`src/rtl/pattern_detector_prog_if.sv`:
```
// Configuration, serial-data and result signals of the programmable pattern detector.
interface pattern_detector_prog_if #(
   parameter int unsigned MAX_LEN = 8,
   parameter int unsigned LEN_W   = 4,
   parameter int unsigned CNT_W   = 8
);
   logic               cfg_load;
   logic [MAX_LEN-1:0] cfg_pattern;
   logic [LEN_W-1:0]   cfg_len;
   logic               cfg_overlap;
   logic               din_valid;
   logic               din;
   logic               cnt_clr;
   logic               match;
   logic [CNT_W-1:0]   match_count;

   modport master (
      output cfg_load, cfg_pattern, cfg_len, cfg_overlap, din_valid, din, cnt_clr,
      input  match, match_count
   );

   modport slave (
      input  cfg_load, cfg_pattern, cfg_len, cfg_overlap, din_valid, din, cnt_clr,
      output match, match_count
   );
endinterface

```
`src/rtl/pattern_detector_prog.sv`:
```
// Serial pattern detector with a runtime-loadable pattern/length/overlap mode,
// a one-cycle match pulse and a saturating match counter.
module pattern_detector_prog #(
   parameter int unsigned        MAX_LEN     = 8,
   parameter int unsigned        LEN_W       = 4,
   parameter int unsigned        CNT_W       = 8,
   parameter logic [MAX_LEN-1:0] RST_PATTERN = MAX_LEN'(8'b0000_1011),
   parameter int unsigned        RST_LEN     = 4,
   parameter bit                 RST_OVERLAP = 1'b1
) (
   input logic                    clk,
   input logic                    reset,
   pattern_detector_prog_if.slave bus
);
   localparam logic [LEN_W-1:0] MAX_LEN_V = LEN_W'(MAX_LEN);
   localparam logic [CNT_W-1:0] CNT_MAX   = '1;

   logic [MAX_LEN-1:0] pat_q, pat_d;
   logic [LEN_W-1:0]   len_q, len_d;
   logic               ovl_q, ovl_d;
   logic [MAX_LEN-1:0] hist_q, hist_d;
   logic [LEN_W-1:0]   fill_q, fill_d;
   logic               match_q, match_d;
   logic [CNT_W-1:0]   cnt_q, cnt_d;

   logic [MAX_LEN-1:0] hist_shift;
   logic [MAX_LEN-1:0] len_mask;
   logic [LEN_W-1:0]   fill_inc;
   logic               hit;

   // Next-state: config load has priority over data; a hit only on an accepted bit.
   always_comb begin
      pat_d      = pat_q;
      len_d      = len_q;
      ovl_d      = ovl_q;
      hist_d     = hist_q;
      fill_d     = fill_q;
      cnt_d      = cnt_q;
      hit        = 1'b0;
      hist_shift = {hist_q[MAX_LEN-2:0], bus.din};
      fill_inc   = (fill_q == MAX_LEN_V) ? fill_q : fill_q + LEN_W'(1);
      for (int i = 0; i < MAX_LEN; i++) begin
         len_mask[i] = (LEN_W'(i) < len_q);
      end

      if (bus.cfg_load) begin
         pat_d  = bus.cfg_pattern;
         len_d  = (bus.cfg_len > MAX_LEN_V) ? MAX_LEN_V : bus.cfg_len;
         ovl_d  = bus.cfg_overlap;
         hist_d = '0;
         fill_d = '0;
      end else if (bus.din_valid) begin
         hit    = (len_q != '0) && (fill_inc >= len_q) &&
                  (((hist_shift ^ pat_q) & len_mask) == '0);
         hist_d = hist_shift;
         // Non-overlap restarts the fill so the next match needs len fresh bits.
         fill_d = (hit && !ovl_q) ? '0 : fill_inc;
      end

      if (bus.cnt_clr) begin
         cnt_d = '0;
      end else if (hit && (cnt_q != CNT_MAX)) begin
         cnt_d = cnt_q + CNT_W'(1);
      end
      match_d = hit;
   end

   always_ff @(posedge clk or posedge reset) begin
      if (reset) begin
         pat_q   <= RST_PATTERN;
         len_q   <= LEN_W'(RST_LEN);
         ovl_q   <= RST_OVERLAP;
         hist_q  <= '0;
         fill_q  <= '0;
         match_q <= 1'b0;
         cnt_q   <= '0;
      end else begin
         pat_q   <= pat_d;
         len_q   <= len_d;
         ovl_q   <= ovl_d;
         hist_q  <= hist_d;
         fill_q  <= fill_d;
         match_q <= match_d;
         cnt_q   <= cnt_d;
      end
   end

   assign bus.match       = match_q;
   assign bus.match_count = cnt_q;
endmodule

```
`src/flat_wrapper.sv`:
```
// flat-port wrapper written by rule: the top's interface ports become plain ports
module pattern_detector_prog_flat 
#(
   parameter int unsigned        MAX_LEN     = 8,
   parameter int unsigned        LEN_W       = 4,
   parameter int unsigned        CNT_W       = 8,
   parameter logic [MAX_LEN-1:0] RST_PATTERN = MAX_LEN'(8'b0000_1011),
   parameter int unsigned        RST_LEN     = 4,
   parameter bit                 RST_OVERLAP = 1'b1
)
  (clk, reset, bus_cfg_load, bus_cfg_pattern, bus_cfg_len, bus_cfg_overlap, bus_din_valid, bus_din, bus_cnt_clr, bus_match, bus_match_count);
  pattern_detector_prog_if #(.MAX_LEN(MAX_LEN), .LEN_W(LEN_W), .CNT_W(CNT_W)) bus_i ();
  input logic clk;
  input logic reset;
  input wire logic [$bits(bus_i.cfg_load)-1:0] bus_cfg_load;
  input wire logic [$bits(bus_i.cfg_pattern)-1:0] bus_cfg_pattern;
  input wire logic [$bits(bus_i.cfg_len)-1:0] bus_cfg_len;
  input wire logic [$bits(bus_i.cfg_overlap)-1:0] bus_cfg_overlap;
  input wire logic [$bits(bus_i.din_valid)-1:0] bus_din_valid;
  input wire logic [$bits(bus_i.din)-1:0] bus_din;
  input wire logic [$bits(bus_i.cnt_clr)-1:0] bus_cnt_clr;
  output wire logic [$bits(bus_i.match)-1:0] bus_match;
  output wire logic [$bits(bus_i.match_count)-1:0] bus_match_count;
  assign bus_i.cfg_load = bus_cfg_load;
  assign bus_i.cfg_pattern = bus_cfg_pattern;
  assign bus_i.cfg_len = bus_cfg_len;
  assign bus_i.cfg_overlap = bus_cfg_overlap;
  assign bus_i.din_valid = bus_din_valid;
  assign bus_i.din = bus_din;
  assign bus_i.cnt_clr = bus_cnt_clr;
  assign bus_match = bus_i.match;
  assign bus_match_count = bus_i.match_count;
  pattern_detector_prog #(.MAX_LEN(MAX_LEN), .LEN_W(LEN_W), .CNT_W(CNT_W), .RST_PATTERN(RST_PATTERN), .RST_LEN(RST_LEN), .RST_OVERLAP(RST_OVERLAP)) u_core (.clk(clk), .reset(reset), .bus(bus_i));
endmodule
```
`config.mk`:
```
export PLATFORM = sky130hd
export DESIGN_NAME = pattern_detector_prog_flat
export DESIGN_NICKNAME = d
export VERILOG_FILES = /design/src/rtl/pattern_detector_prog_if.sv /design/src/rtl/pattern_detector_prog.sv /design/src/flat_wrapper.sv
export SDC_FILE = /design/constraint.sdc
export NUM_CORES = 1
export LEC_CHECK = 0
export ABC_AREA = 0
export BUFFER_PORTS_ARGS = -buffer_cell sky130_fd_sc_hd__buf_2
export CORE_UTILIZATION = 56
export DETAILED_ROUTE_END_ITERATION = 10
export HOLD_SLACK_MARGIN = 0.08
export PLACE_DENSITY = 0.91
export SLEW_MARGIN = 15
export SYNTH_ARGS = -nofsm -noshare
export SYNTH_HDL_FRONTEND = slang
export SYNTH_SLANG_ARGS = --single-unit
export TNS_END_PERCENT = 50
```
`constraint.sdc`:
```
create_clock -name clk -period 3.3 [get_ports clk]
set_input_delay 0.66 -clock clk [delete_from_list [all_inputs] [get_ports clk]]
set_output_delay 0.66 -clock clk [all_outputs]
set_load 0.01 [all_outputs]
```
==> flow_summary.toml <==
[synth]
async_flop_share_pct = 100
synth-main-ff-cell = "dfrtp_1"
synth_top_area_share_pct = 39.6
synthesis.nets = 191
synth.distinct_cells = 38
yosysTopAreaCell = "dfrtp_1"
syn_inst = 165
yosysWarnings = 0
ys_ff_latch = 33
yosysSeqAreaShare_pct = 47.0
synth_edf_count = 0
synthTopCellsByArea = "dfrtp_1 40%, dfstp_2 7.4%, mux2_2 7.0%"
post-synth-top-count-cell = "dfrtp_1"
syn_avg_cell_area_sq_um = 10.7
synthesis.area_sq_mm = 0.00177
synth_commonest_cells = "28 x dfrtp_1, 14 x nor2_1, 11 x mux2_2, 10 x xnor2_1"

[clock_tree]
clk_pin_slew_ns = 0.10
post-cts-setup-buffer-count = 0
postCtsHoldBufs = 0
post_cts_resized = 0
insertion_delay_ns = 0.34
clock_path_buffers = 2
cts_tree = "built"
numCtsBuffers = 5
cts-root-buf = "clkbuf_4"
cts_sinks = 33
htreeDepth = 2

[finish]
multi_input_area_sq_um = 875
fillers = 246
drive_above_1_share_pct = 27.3
nNetsFinal = 219
stdcell_area_sq_mm = 0.00199
syn_to_final_growth_pct = 12.4
diodes = 0
seqCellArea_sq_um = 832

[sta]
fmax_ghz = 0.350
skew_ns = 0.00946
fin_crit_ns = 2.86
max_slew_margin_pct = 68.6
tightest_slew_ns = 0.471
holdWs_ns = 0.400
finalHoldViolCount = 0
min_period_over_period_pct = 86.6
fin_setup_tns_ns = 0
finalSetupViolations = 0
finalMaxSlewViolations = 0
rsz0062_at_grt = "no"

[die]
die_area_sq_mm = 0.00339
die_w_microns = 58.2
dieHeight_microns = 58.2
start_util_pct = 58.4
pin_count = 28
rows = 20
coreArea_sq_mm = 0.00303

[worst_setup_path]
max_stage_delay_ns = 0.54
cp_max_fo = 14
cp.arrival_ns = 3.09
crit-reg2reg-capture = "u_core.fill_q[1]$_DFFE_PP0P_"
start_kind = "flip-flop"
path_cells = "inv_1 > ha_1 > nand2_1 > nor2_1 > xnor2_1 > ha_1 > nand2b_1 > a2111oi_0 > a2111o_1 > or3_2 > a32o_1"
cp.required_ns = 3.54
reg2reg_slack_ns = 0.44
worstSetupPathType = "reg -> reg"
cp_common_cell = "ha_1"
slowest_stage = "a2111o_1"
r2r-start = "u_core.fill_q[0]$_DFFE_PP0P_"
crit_family = "compound AO/OA/AOI/OAI gates"
ff2ff_path_depth = 11
cp-end-kind = "flip-flop"
critical_path_buf_inv_count = 1

[detailed_routing]
drc = 0
ant_nets = 0
vias = 1380
avgRoutedWirePerCell_microns = 14.2
drt-vias-per-instance = 5.80
drt-initial-drc-count = 33
firstDrtPassIters = 4
routed_wl_microns = 3370

[grt]
grt_usage_pct = 22.8
grt_start_max_net_pins = 34
antenna_found_initial = 0
grt_overflow_total = 0
grt_pass1_vias = 1352
grt_pass1_wl_microns = 5710

[placement]
dp_hpwl_microns = 2390
placed_area_sq_mm = 0.00193
gp_congestion = 0.775
io_buffers = 27

[power]
vdd_drop_max_v = 0.000236
powerDensity_mw_per_mm2 = 401
power.leakage_uw = 0.000886

[job]
drv_cap = 0

[outcome]
status = "complete, no violations"

[hold_path]
hold_class = "in -> async"
[placed cells by master (no fill, tap or decap), types with 2 or more instances in the layout]
cell / instances
nand3_1: 4
o31ai_1: 5
dfrtp_1: 28
clkbuf_1: 2
o21ai_0: 6
o22ai_1: 2
nor2b_1: 4
inv_1: 7
nand4_1: 2
ha_1: 7
buf_2: 27
a211oi_1: 2
nand2b_1: 4
dfstp_2: 5
a32o_1: 3
or4_1: 5
nor2_1: 14
clkbuf_4: 5
xnor2_1: 10
mux2i_1: 9
a21oi_1: 7
mux2_2: 11
nand2_1: 9
[layer usage]
layer / wire (microns) / track usage [%] / part of all wire, %
met4: 63 / 11.6 / 1.9
met3: 187 / 7.37 / 5.5
met2: 1680 / 37.3 / 50
met1: 1440 / 27.1 / 43
met5: 0 / 0 / 0
[report_power, final]
| part | internal (uW) | switching, uW |
|---|---|---|
| Clock | 105 | 129 |
| Combinational | 52.8 | 65.0 |
| Sequential | 428 | 17.4 |
[through the flow]
stage / total power, uW / utilization, % / worst slack [ns] / cells
global route: 834 / 65.7 / 0.249 / 238
finish: 797 / 65.7 / 0.442 / 238
detailed placement: 571 / 63.8 / 0.455 / 230
floorplan: 540 / - / 0.787 / 165
global placement: 565 / 63.8 / 0.537 / 230
CTS: 804 / 65.7 / 0.449 / 238
[cell families after synthesis]
logic type               share of synthesized area (%)
flip-flops                                        47.0
AND/OR/NAND/NOR                                   15.5
adder cells (fa/ha/maj)                           4.95
buffers and inverters                             3.54
AO/OA/AOI/OAI                                     12.0
multiplexers                                      12.1
XOR/XNOR                                          4.95
[worst max-delay path by stage]
stage | startpoint | end | slack (ns) | depth (start not counted)
floorplan | u_core.fill_q[0]$_DFFE_PP0P_ | u_core.bus.match_count[0]$_DFFE_PP0P_ | 0.79 | 12
global placement | u_core.fill_q[0]$_DFFE_PP0P_ | u_core.fill_q[1]$_DFFE_PP0P_ | 0.54 | 11
detailed placement | u_core.fill_q[0]$_DFFE_PP0P_ | u_core.fill_q[1]$_DFFE_PP0P_ | 0.45 | 11
CTS | u_core.fill_q[0]$_DFFE_PP0P_ | u_core.fill_q[1]$_DFFE_PP0P_ | 0.45 | 11
global route | u_core.fill_q[0]$_DFFE_PP0P_ | u_core.fill_q[1]$_DFFE_PP0P_ | 0.25 | 11
finish | u_core.fill_q[0]$_DFFE_PP0P_ | u_core.fill_q[1]$_DFFE_PP0P_ | 0.44 | 11
[layout make-up]
cell class	instances	area share, %
inverters	7	1.32
repair buffers	28	7.17
flip-flops and latches	33	41.8
clock buffers	8	2.96
multi-input cells	118	44.0
well taps	44	2.77
[tightest hold or removal path: stages]
cell and delay [ns]:
buf_2 0.10, inv_1 0.04, buf_4 0.36
[registers in the layout (all words and copies together) (netlist names)]
| name | flops |
|---|---|
| u_core.bus.match_count | 8 |
| u_core.len_q | 4 |
| u_core.fill_q | 4 |
| u_core.hist_q | 7 |
| u_core.ovl_q | 1 |
| u_core.bus.match | 1 |
| u_core.pat_q | 8 |
(Power assumes the default switching activity.)
